===== config.mk =====
export PLATFORM = sky130hd
export DESIGN_NAME = load_store_unit
export DESIGN_NICKNAME = d
export VERILOG_FILES = /design/src/rtl/lsu_pkg.sv /design/src/rtl/lsu_align.sv /design/src/rtl/load_store_unit.sv
export SDC_FILE = /design/constraint.sdc
export NUM_CORES = 1
export LEC_CHECK = 0
export CELL_PAD_IN_SITES_DETAIL_PLACEMENT = 2
export CELL_PAD_IN_SITES_GLOBAL_PLACEMENT = 2
export CORE_AREA = 2 2 150 152
export DETAILED_ROUTE_END_ITERATION = 10
export DIE_AREA = 0 0 152 154
export GPL_ROUTABILITY_DRIVEN = 1
export PLACE_DENSITY = 0.9
export SKIP_CTS_REPAIR_TIMING = 1
export SLEW_MARGIN = 40
export SYNTH_ARGS = -nofsm -noshare
export SYNTH_HDL_FRONTEND = slang
export SYNTH_SLANG_ARGS = --single-unit

===== constraint.sdc =====
create_clock -name clk -period 6.5 [get_ports clk]
set_input_delay 1.3 -clock clk [delete_from_list [all_inputs] [get_ports clk]]
set_output_delay 1.3 -clock clk [all_outputs]
set_load 0.1 [all_outputs]

===== src/rtl/lsu_pkg.sv =====
// Shared constants for the load/store unit: funct3 width codes, error codes
// and the FSM state encoding.
package lsu_pkg;

    localparam logic [2:0] F3_B  = 3'b000;
    localparam logic [2:0] F3_H  = 3'b001;
    localparam logic [2:0] F3_W  = 3'b010;
    localparam logic [2:0] F3_BU = 3'b100;
    localparam logic [2:0] F3_HU = 3'b101;

    localparam logic [1:0] ERR_NONE     = 2'd0;
    localparam logic [1:0] ERR_MISALIGN = 2'd1;
    localparam logic [1:0] ERR_TIMEOUT  = 2'd2;
    localparam logic [1:0] ERR_ILLEGAL  = 2'd3;

    typedef enum logic [1:0] {
        ST_IDLE   = 2'd0,
        ST_ACCESS = 2'd1,
        ST_DONE   = 2'd2
    } state_e;

endpackage


===== src/rtl/lsu_align.sv =====
// Combinational lane logic: byte enables, write replication, load extraction
// with sign/zero extension, and the misalign/illegal-funct3 checks.
module lsu_align
    import lsu_pkg::*;
(
    input  logic [2:0]  funct3,
    input  logic [1:0]  offset,
    input  logic        is_store,
    input  logic [31:0] store_data,
    input  logic [31:0] rdata,
    output logic [3:0]  be,
    output logic [31:0] wdata,
    output logic [31:0] load_data,
    output logic        misalign,
    output logic        illegal
);

    logic [1:0]  size;
    logic [31:0] lane;

    assign size = funct3[1:0];
    assign lane = rdata >> {offset, 3'b000};

    always_comb begin
        be = 4'b1111;
        case (size)
            2'b00:   be = 4'b0001 << offset;
            2'b01:   be = 4'b0011 << offset;
            default: be = 4'b1111;
        endcase
    end

    // Every byte lane carries the datum that belongs there whatever the offset.
    for (genvar gi = 0; gi < 4; gi++) begin : g_wlane
        assign wdata[8*gi +: 8] = (size == 2'b00) ? store_data[7:0] :
                                  (size == 2'b01) ? store_data[8*(gi%2) +: 8] :
                                                    store_data[8*gi +: 8];
    end

    always_comb begin
        load_data = lane;
        case (funct3)
            F3_B:    load_data = {{24{lane[7]}}, lane[7:0]};
            F3_H:    load_data = {{16{lane[15]}}, lane[15:0]};
            F3_BU:   load_data = {24'd0, lane[7:0]};
            F3_HU:   load_data = {16'd0, lane[15:0]};
            default: load_data = lane;
        endcase
    end

    assign illegal  = is_store ? (funct3 > F3_W)
                               : ((funct3 == 3'b011) || (funct3[2:1] == 2'b11));
    assign misalign = ((size == 2'b01) && offset[0]) ||
                      ((size == 2'b10) && (offset != 2'b00));

endmodule


===== src/rtl/load_store_unit.sv =====
// RV32I load/store unit: one byte/half/word access per request on a
// ready/valid data bus, with misalign, illegal and timeout reporting.
module load_store_unit
    import lsu_pkg::*;
#(
    parameter int TIMEOUT_CYCLES = 16
) (
    input  logic        clk,
    input  logic        rst,
    input  logic        start,
    input  logic        is_load,
    input  logic        is_store,
    input  logic [2:0]  funct3,
    input  logic [31:0] addr,
    input  logic [31:0] store_data,
    output logic        mem_req,
    output logic        mem_we,
    output logic [31:0] mem_addr,
    output logic [3:0]  mem_be,
    output logic [31:0] mem_wdata,
    input  logic        mem_ready,
    input  logic [31:0] mem_rdata,
    output logic        busy,
    output logic        done,
    output logic [31:0] load_data,
    output logic [1:0]  err_code
);

    localparam logic [7:0] TIMEOUT_L = 8'(TIMEOUT_CYCLES);

    state_e      state_q, state_d;
    logic [2:0]  f3_q, f3_d;
    logic [31:0] addr_q, addr_d;
    logic        is_store_q, is_store_d;
    logic [31:0] sdata_q, sdata_d;
    logic [7:0]  cnt_q, cnt_d;
    logic [31:0] load_data_q, load_data_d;
    logic [1:0]  err_q, err_d;

    logic        in_idle, in_access, accept;
    logic [2:0]  sel_f3;
    logic [31:0] sel_addr, sel_sdata;
    logic        sel_store;
    logic [3:0]  al_be;
    logic [31:0] al_wdata, al_load;
    logic        al_misalign, al_illegal;

    assign in_idle   = (state_q == ST_IDLE);
    assign in_access = (state_q == ST_ACCESS);
    assign accept    = in_idle && start && (is_load ^ is_store);

    // In IDLE the checks look at the incoming request; afterwards at the latched one.
    assign sel_f3    = in_idle ? funct3     : f3_q;
    assign sel_addr  = in_idle ? addr       : addr_q;
    assign sel_store = in_idle ? is_store   : is_store_q;
    assign sel_sdata = in_idle ? store_data : sdata_q;

    lsu_align u_align (
        .funct3     (sel_f3),
        .offset     (sel_addr[1:0]),
        .is_store   (sel_store),
        .store_data (sel_sdata),
        .rdata      (mem_rdata),
        .be         (al_be),
        .wdata      (al_wdata),
        .load_data  (al_load),
        .misalign   (al_misalign),
        .illegal    (al_illegal)
    );

    always_comb begin
        state_d     = state_q;
        f3_d        = f3_q;
        addr_d      = addr_q;
        is_store_d  = is_store_q;
        sdata_d     = sdata_q;
        cnt_d       = cnt_q;
        load_data_d = load_data_q;
        err_d       = err_q;
        case (state_q)
            ST_IDLE: begin
                if (accept) begin
                    f3_d       = funct3;
                    addr_d     = addr;
                    is_store_d = is_store;
                    sdata_d    = store_data;
                    cnt_d      = 8'd0;
                    if (al_illegal) begin
                        state_d     = ST_DONE;
                        err_d       = ERR_ILLEGAL;
                        load_data_d = 32'd0;
                    end else if (al_misalign) begin
                        state_d     = ST_DONE;
                        err_d       = ERR_MISALIGN;
                        load_data_d = 32'd0;
                    end else begin
                        state_d = ST_ACCESS;
                    end
                end
            end
            ST_ACCESS: begin
                if (mem_ready) begin
                    state_d     = ST_DONE;
                    err_d       = ERR_NONE;
                    load_data_d = is_store_q ? 32'd0 : al_load;
                    cnt_d       = 8'd0;
                end else begin
                    cnt_d = cnt_q + 8'd1;
                    if (cnt_d == TIMEOUT_L) begin
                        state_d     = ST_DONE;
                        err_d       = ERR_TIMEOUT;
                        load_data_d = 32'd0;
                        cnt_d       = 8'd0;
                    end
                end
            end
            ST_DONE: state_d = ST_IDLE;
            default: state_d = ST_IDLE;
        endcase
    end

    always_ff @(posedge clk) begin
        if (rst) begin
            state_q     <= ST_IDLE;
            f3_q        <= 3'd0;
            addr_q      <= 32'd0;
            is_store_q  <= 1'b0;
            sdata_q     <= 32'd0;
            cnt_q       <= 8'd0;
            load_data_q <= 32'd0;
            err_q       <= ERR_NONE;
        end else begin
            state_q     <= state_d;
            f3_q        <= f3_d;
            addr_q      <= addr_d;
            is_store_q  <= is_store_d;
            sdata_q     <= sdata_d;
            cnt_q       <= cnt_d;
            load_data_q <= load_data_d;
            err_q       <= err_d;
        end
    end

    // Bus outputs are zero outside ACCESS so the port is quiet when idle.
    assign mem_req   = in_access;
    assign mem_we    = in_access && is_store_q;
    assign mem_addr  = in_access ? {addr_q[31:2], 2'b00} : 32'd0;
    assign mem_be    = in_access ? al_be : 4'd0;
    assign mem_wdata = in_access ? al_wdata : 32'd0;
    assign busy      = !in_idle;
    assign done      = (state_q == ST_DONE);
    assign load_data = load_data_q;
    assign err_code  = err_q;

endmodule


==> results by group, run 1 <==
Status
  – Status: completed

Synth
  – Largest family of logic cells by synthesized area: compound AO/OA/AOI/OAI gates
  – Synthesized instance count: 718
  – Count of flip-flops with a built-in enable after synthesis: 0
  – Fraction of the yosys area taken by sequential cells: between 30% and 40%
  – Fraction of registers with async set or reset after synthesis: 0%
  – Number of flip-flops and latches in the synthesized netlist: approximately 110
  – Post-synth design cell area: 5817 sq um
  – Top flip-flop cell by instance count after synthesis: dfxtp_1
  – Xor/xnor cell area share of the yosys netlist: less than 1%
  – Warnings, synthesis: 0
  – Synthesized-area fraction occupied by ao, oa, aoi and oai cells: around 26%
  – Area fraction in and, or, nand and nor cells after synthesis: between 20% and 30%
  – Post-synthesis adder-cell area fraction: less than 1%
  – Avg Cell Area, Syn: a little over 8 sq um
  – Mux contribution to synthesized area: roughly 6.8%
  – Post-synth cell types: between 60 and 70

Routing
  – Total DRC errors in the routed layout: 0
  – Count of nets left with antenna violations after detail routing: 0
  – DR WL met3: roughly 1300 um
  – Total detailed-routing wirelength: 22830 um
  – Via total after detailed routing: 5977
  – Number of vias per cell: about 5.1
  – Met1 wire length: 10230 um
  – Post-DR wirelength/cell: roughly 19 um
  – DR pass1 iterations: 4
  – DRC marker count from the first detailed-route iteration: around 210
  – Met2 layer wire length in the routed design: 10950 um
  – Top routing layer in use: met4

STA
  – Achievable frequency: 210.0 MHz
  – Final total negative setup slack: 0 ns
  – Slew at the pin with the worst max-slew slack: 0.7901 ns
  – Period utilization: approximately 73%
  – Worst slew margin relative to its limit: 46.20%
  – Clock Skews: 0.01530 ns
  – Final Setup Violations: 0
  – Count of final max-slew check failures: 0
  – RSZ-0062 raised after global routing: no
  – Min Clock Period, post-route: 4.762 ns
  – Final Hold Violating Endpoints: 0

Setup path
  – Crit-path max cell delay: approximately 0.71 ns
  – Critical register-to-register path endpoint: load_data[15]
  – Worst Setup Start Kind: input pin
  – Worst path bufs/invs: 2
  – Minimum setup slack among reg-to-reg paths: 3.46 ns
  – Data arrival time of the worst path: between 3 and 4 ns
  – Required @ worst endpoint: 5.20 ns
  – Slowest CP cell: clkdlybuf4s50_1
  – Launch point of the critical path: funct3[1]
  – Kind of critical path: in2out
  – Stages on the worst setup path: 6
  – Crit-path max FO: 11
  – Worst-case reg-to-reg path depth: 8
  – Worst Setup EP: mem_wdata[26]
  – Startpoint of the most critical register-to-register path: state_q[1]
  – Critical Path, Cell by Cell: clkdlybuf4s50_1 > or3_1 > o31a_1 > o21ai_0 > nor3_1 > buf_4
  – Endpoint kind of the worst setup timing path: primary output
  – Crit-path leading delay family: buffers and inverters

Clock network
  – TritonCTS clock tree: yes
  – H-tree lvl count: 3
  – Skew-Pair Late Insertion Delay: 0.37 ns
  – Sink count of the clock tree: about 110
  – Buffer type at the clock tree root: clkbuf_16
  – Maximum count of clock buffers along a single path: 2
  – Number of buffers created by CTS: 9
  – Clock slew at the register clock pins of the worst setup and hold paths: 0.09 ns

Power
  – IR Drop Worst-Case VDD: 156.8 uV
  – Reported leakage power: around 3.2 nW
  – Power density over cell area: 237.3 nW/um^2

Die
  – Height of the die: 154 um
  – Die X-Extent: 152 um
  – Die Area: between 20000 and 25000 sq um
  – Boundary pin count: 211
  – Initial Util: 26.82%
  – # rows: 54
  – Floorplan core area: 21690 sq um

Layout
  – Layout cell share with drive strength beyond 1: 19.89%
  – Antenna diodes: 0
  – Non-filler cells, final: approximately 1200
  – Area of the multi-input gates: 3272 sq um
  – Growth of design area from synthesis to finish: 35.53%
  – Footprint of the flip-flops and latches: approximately 2200 sq um
  – Filler cells: 2463
  – Final instance area: 7884 sq um
  – Count of nets after finishing: 996

Global routing
  – First-pass GRT wire length: roughly 35000 um
  – Initial antenna violation count: 0
  – Tot GR Track Use: 19.02%
  – Largest net degree at the start of global routing: 81
  – Overflow left after global routing: 0
  – Vias in the first global route: 6247

Placed design
  – Sum of net half-perimeters after detailed placement: 16670 um
  – Number of placed instances, taps included: 1159
  – Port Buf Inserts: about 210
  – Area post-placement: 7592 sq um
  – Final GP Congestion: 0.7803

Hold path
  – Type of the worst min-delay path: reg2reg

Job
  – Max-cap violations: 0
[how the worst min path moves through the flow]
| stage | end | slack [ns] | depth (start not counted) | from |
|---|---|---|---|---|
| 6_report | addr_q[21] | 0.46 | 2 | addr_q[21] |
| 5_1_grt | addr_q[21] | 0.48 | 2 | addr_q[21] |
| 4_1_cts | addr_q[20] | 0.46 | 2 | addr_q[20] |
| 3_5_place_dp | load_data[17] | 0.45 | 1 | load_data[17] |
| 3_3_place_gp | addr_q[6] | 0.44 | 2 | addr_q[6] |
| 2_1_floorplan | addr_q[10] | 0.43 | 2 | addr_q[10] |
[cells in the final DEF, fill, tap and decap left out, drive strengths merged, types with 11 or more instances in the layout]
cell           instances
buf                  115
o2bb2ai               16
mux2                  16
o21ai                 34
nor2                  24
clkdlybuf4s50        103
nand2                171
a21oi                110
a22o                  14
and2                  44
inv                   11
dfxtp                112
mux2i                 19
[where the power goes]
group	switching [W]	internal (W)
combinational	0.000376	0.000177
sequential	0.0000302	0.000722
clock	0.000296	0.000270
[cell usage after synthesis, types with 2 or more instances]
cell type	count	area [sq um]
a211o_1	2	17.52
a211oi_1	7	52.55
a21boi_0	2	15.01
a21o_1	2	15.01
a21oi_1	109	545.5
a221oi_1	8	70.07
a22o_1	14	122.6
a22oi_1	9	67.56
a311oi_1	2	17.52
and2_1	44	275.3
and3_1	4	25.02
buf_1	2	7.510
buf_2	8	40.04
buf_4	3	22.52
buf_6	8	90.09
clkbuf_1	37	138.9
dfxtp_1	112	2242
inv_1	6	22.52
mux2_2	13	146.4
mux2_4	3	45.04
mux2i_1	18	180.2
nand2_1	170	638.1
nand2b_1	3	18.77
nand3_1	6	30.03
nand3b_1	4	30.03
nor2_1	22	82.58
nor2b_1	5	31.28
nor3_1	6	30.03
nor3b_1	3	22.52
o211ai_1	3	22.52
o21ai_0	25	125.1
o21ai_1	8	40.04
o2bb2ai_1	6	52.55
o2bb2ai_2	10	150.1
or3_1	2	12.51
xor2_1	2	17.52
[registers in the layout, indices dropped and copies added, names as in the netlist]
register	flops
load_data	32
cnt_q	8
err_code	2
sdata_q	32
addr_q	32
f3_q	3
is_store_q	1
state_q	2
[worst min-delay path, cell delays in order (launching register included)]
cell and delay (ns):
dfxtp_1 0.32, nand2_1 0.05, a21oi_1 0.05
[kinds of logic after synthesis]
group,Yosys count
buf+inv,65
flops,112
mux,35
other cells,1
compound gates,222
fa+ha+maj,1
simple gates,279
xor+xnor,3
[area by class of cell]
type | instances | area share (%)
Multi-Input combinational cell | 542 | 41.50
Tap cell | 280 | 4.444
Sequential cell | 112 | 28.44
Timing Repair Buffer | 218 | 21.60
Clock inverter | 7 | 0.7935
Inverter | 7 | 0.3650
Clock buffer | 9 | 2.857
[metrics by stage]
stage               setup slack [ns]  util (%)  hold slack (ns)  power, W
floorplan                     0.7073         -           0.4317  0.001147
global placement               1.780     36.76           0.4380  0.001321
detailed placement             1.721     35.01           0.4484  0.001325
CTS                            1.721     36.33           0.4622  0.001900
global route                   1.630     36.35           0.4795  0.001961
finish                         1.738     36.35           0.4579  0.001871
[per-layer routing]
metal  vias up  global-route usage, %
li1       2838                      -
met1      2949                  23.80
met2       168                  32.73
met3        22                  4.425
met4         0                  5.385
met5         -                      0
(Power assumes the default switching activity.)
==> run 2: changes to the inputs <==
CORE_AREA = 2 2 156 158   (was 2 2 150 152)
DIE_AREA = 0 0 158 160   (was 0 0 152 154)
PLACE_DENSITY = 0.85   (was 0.9)
clock period = 5 ns   (was 6.5 ns; I/O delays follow)
==> run 2 against run 1 <==
Compared with the run above: non-clock buffer count increased by 2; total power increased by 33%; hold slack got worse by 0.0056 ns; global-route usage decreased by 0.93 points; core utilization decreased by 2.1 points; register-to-register slack got worse by 1.4 ns; critical endpoint is now mem_be[2]; largest power group unchanged.
==> results by group, run 2 (synthesis gave the netlist of run 1 again) <==
Setup path
  – Startpoint of the most critical register-to-register path: state_q[1]
  – Minimum setup slack among reg-to-reg paths: 2.06 ns (-1.40 ns)
  – Crit-path max FO: 26 (+15)
  – Required @ worst endpoint: 4.00 ns (-1.20 ns)
  – Critical register-to-register path endpoint: load_data[20]
  – Endpoint kind of the worst setup timing path: primary output
  – Worst-case reg-to-reg path depth: 6 (-2)
  – Kind of critical path: in2out
  – Data arrival time of the worst path: 3.08 ns (-0.38 ns)
  – Worst Setup Start Kind: input pin

Power
  – IR Drop Worst-Case VDD: 132.1 uV (-16%)
  – Reported leakage power: 3.220 nW (+0.86%)
  – PnR Total Power: 0.002485 W (+33%)
  – Power density over cell area: 304.6 nW/um^2 (+28%)

Die
  – # rows: 57 (+5.6%)
  – Die Area: 25280 sq um (+8.0%)
  – Boundary pin count: 211 (unchanged)
  – Initial Util: 24.42% (-2.4 points)
  – Floorplan core area: 23820 sq um (+9.8%)
  – Die X-Extent: 158 um (+3.9%)
  – Height of the die: 160 um (+3.9%)

STA
  – Period utilization: a little over 80%
  – Count of final max-slew check failures: 0 (unchanged)
  – Worst-case hold slack: 0.4523 ns (-0.005581 ns)
  – Slew at the pin with the worst max-slew slack: 0.8105 ns (+0.02041 ns)
  – RSZ-0062 raised after global routing: no
  – Final worst-path setup slack: 0.9214 ns (-0.8168 ns)
  – Worst slew margin relative to its limit: 45.96% (-0.23 points)
  – Final Setup Violations: 0 (unchanged)
  – Achievable frequency: 245.2 MHz
  – Final Hold Violating Endpoints: 0 (unchanged)
  – Min Clock Period, post-route: between 4 and 5 ns
  – Clock Skews: 0.01376 ns (-0.001540 ns)

Routing
  – Via total after detailed routing: 5835 (-2.4%)
  – DRC marker count from the first detailed-route iteration: 224 (+4.7%)
  – Count of nets left with antenna violations after detail routing: 0 (unchanged)
  – Total detailed-routing wirelength: 23140 um (+1.3%)
  – DR pass1 iterations: 4 (unchanged)
  – Total DRC errors in the routed layout: 0 (unchanged)
  – Post-DR wirelength/cell: 18.94 um (-2.5%)
  – Number of vias per cell: 4.775 (-6.1%)

Layout
  – Filler cells: 2770 (+12%)
  – Layout Utilization: 34.25% (-2.1 points)
  – Layout cell share with drive strength beyond 1: 20.74% (+0.85 points)
  – Non-filler cells, final: 1222 (+4.0%)
  – Count of nets after finishing: 998 (+0.20%)
  – Leading cell type in the layout, fill and taps excluded: nand2_1
  – Growth of design area from synthesis to finish: 40.27%
  – Leading cell types in the layout, fill and taps excluded: nand2_1, dfxtp_1, a21oi_1

Clock network
  – Maximum count of clock buffers along a single path: 2 (unchanged)
  – TritonCTS clock tree: yes
  – Clock slew at the register clock pins of the worst setup and hold paths: 0.08 ns (about the same)
  – Number of buffers created by CTS: 9 (unchanged)
  – Sink count of the clock tree: 112 (unchanged)
  – Skew-Pair Late Insertion Delay: 0.36 ns (about the same)
  – Buffer type at the clock tree root: clkbuf_16
  – H-tree lvl count: 3 (unchanged)

Placed design
  – Sum of net half-perimeters after detailed placement: 16670 um (about the same)
  – Pre-CTS worst setup slack: 0.9304 ns (-0.7908 ns)
  – Number of placed instances, taps included: 1205 (+4.0%)
  – Port Buf Inserts: 208 (unchanged)
  – Final GP Congestion: 0.7734 (-0.88%)

Global routing
  – Tot GR Track Use: 18.09% (-0.93 points)
  – Overflow left after global routing: 0 (unchanged)
  – Largest net degree at the start of global routing: 79 (-2.5%)
  – First-pass GRT wire length: 35940 um (+1.7%)
  – Initial antenna violation count: 1 (+1)
  – Vias in the first global route: 6302 (+0.88%)

Job
  – Max-cap violations: 0 (unchanged)

Hold path
  – Worst hold path cell count: 2 (unchanged)
  – Hold Path Sink: addr_q[27]
  – Hold path start: addr_q[27]
  – Type of the worst min-delay path: reg2reg

Status
  – Status: completed
-- run 2: layer usage --
layer  up-vias  global-route usage (%)  part of all wire [%]
met4         0                   3.235                  0.76
li1       2837                       -                     -
met5         -                       0                     0
met2       162                   30.32                    47
met1      2825                   23.18                    45
met3        11                   5.346                   7.4
-- run 2: layout make-up --
class	count	area (sq um)	area share (%)
tap	324	405.4	4.969
sequential	112	2242	27.48
inverter	7	28.78	0.3527
antenna	1	2.502	0.03067
multi-input combinational	542	3307	40.53
timing repair buffer	220	1871	22.93
clock inverter	7	77.57	0.9508
clock buffer	9	225.2	2.760
-- run 2: how the worst max path moves through the flow --
stage	start	end	slack (ns)	cells after the start
finish	addr[0]	mem_be[2]	0.92	8
global route	state_q[1]	mem_wdata[31]	0.73	6
CTS	state_q[1]	mem_wdata[31]	0.88	6
detailed placement	addr[0]	mem_be[2]	0.93	8
global placement	funct3[1]	mem_wdata[26]	0.88	7
floorplan	state_q[1]	mem_wdata[16]	-0.006	8
-- run 2: where the power goes --
part | internal (W) | switching [W]
Sequential | 0.000938 | 0.0000390
Combinational | 0.000239 | 0.000493
Clock | 0.000395 | 0.000381
Total | 0.00157 | 0.000913
-- run 2: metrics by stage --
stage	instance area [sq um]	setup TNS, ns
6_report	8159	0
5_1_grt	8157	0
4_1_cts	8157	0
3_5_place_dp	7854	0
3_3_place_gp	8026	0
2_1_floorplan	5863	-0.03874
-- run 2: critical path: stages --
cell             delay, ns
clkdlybuf4s50_1       0.51
or3b_4                0.43
and2_1                0.15
buf_4                 0.24
nor3_1                0.21
a21oi_1               0.06
a21oi_1               0.26
buf_12                0.21
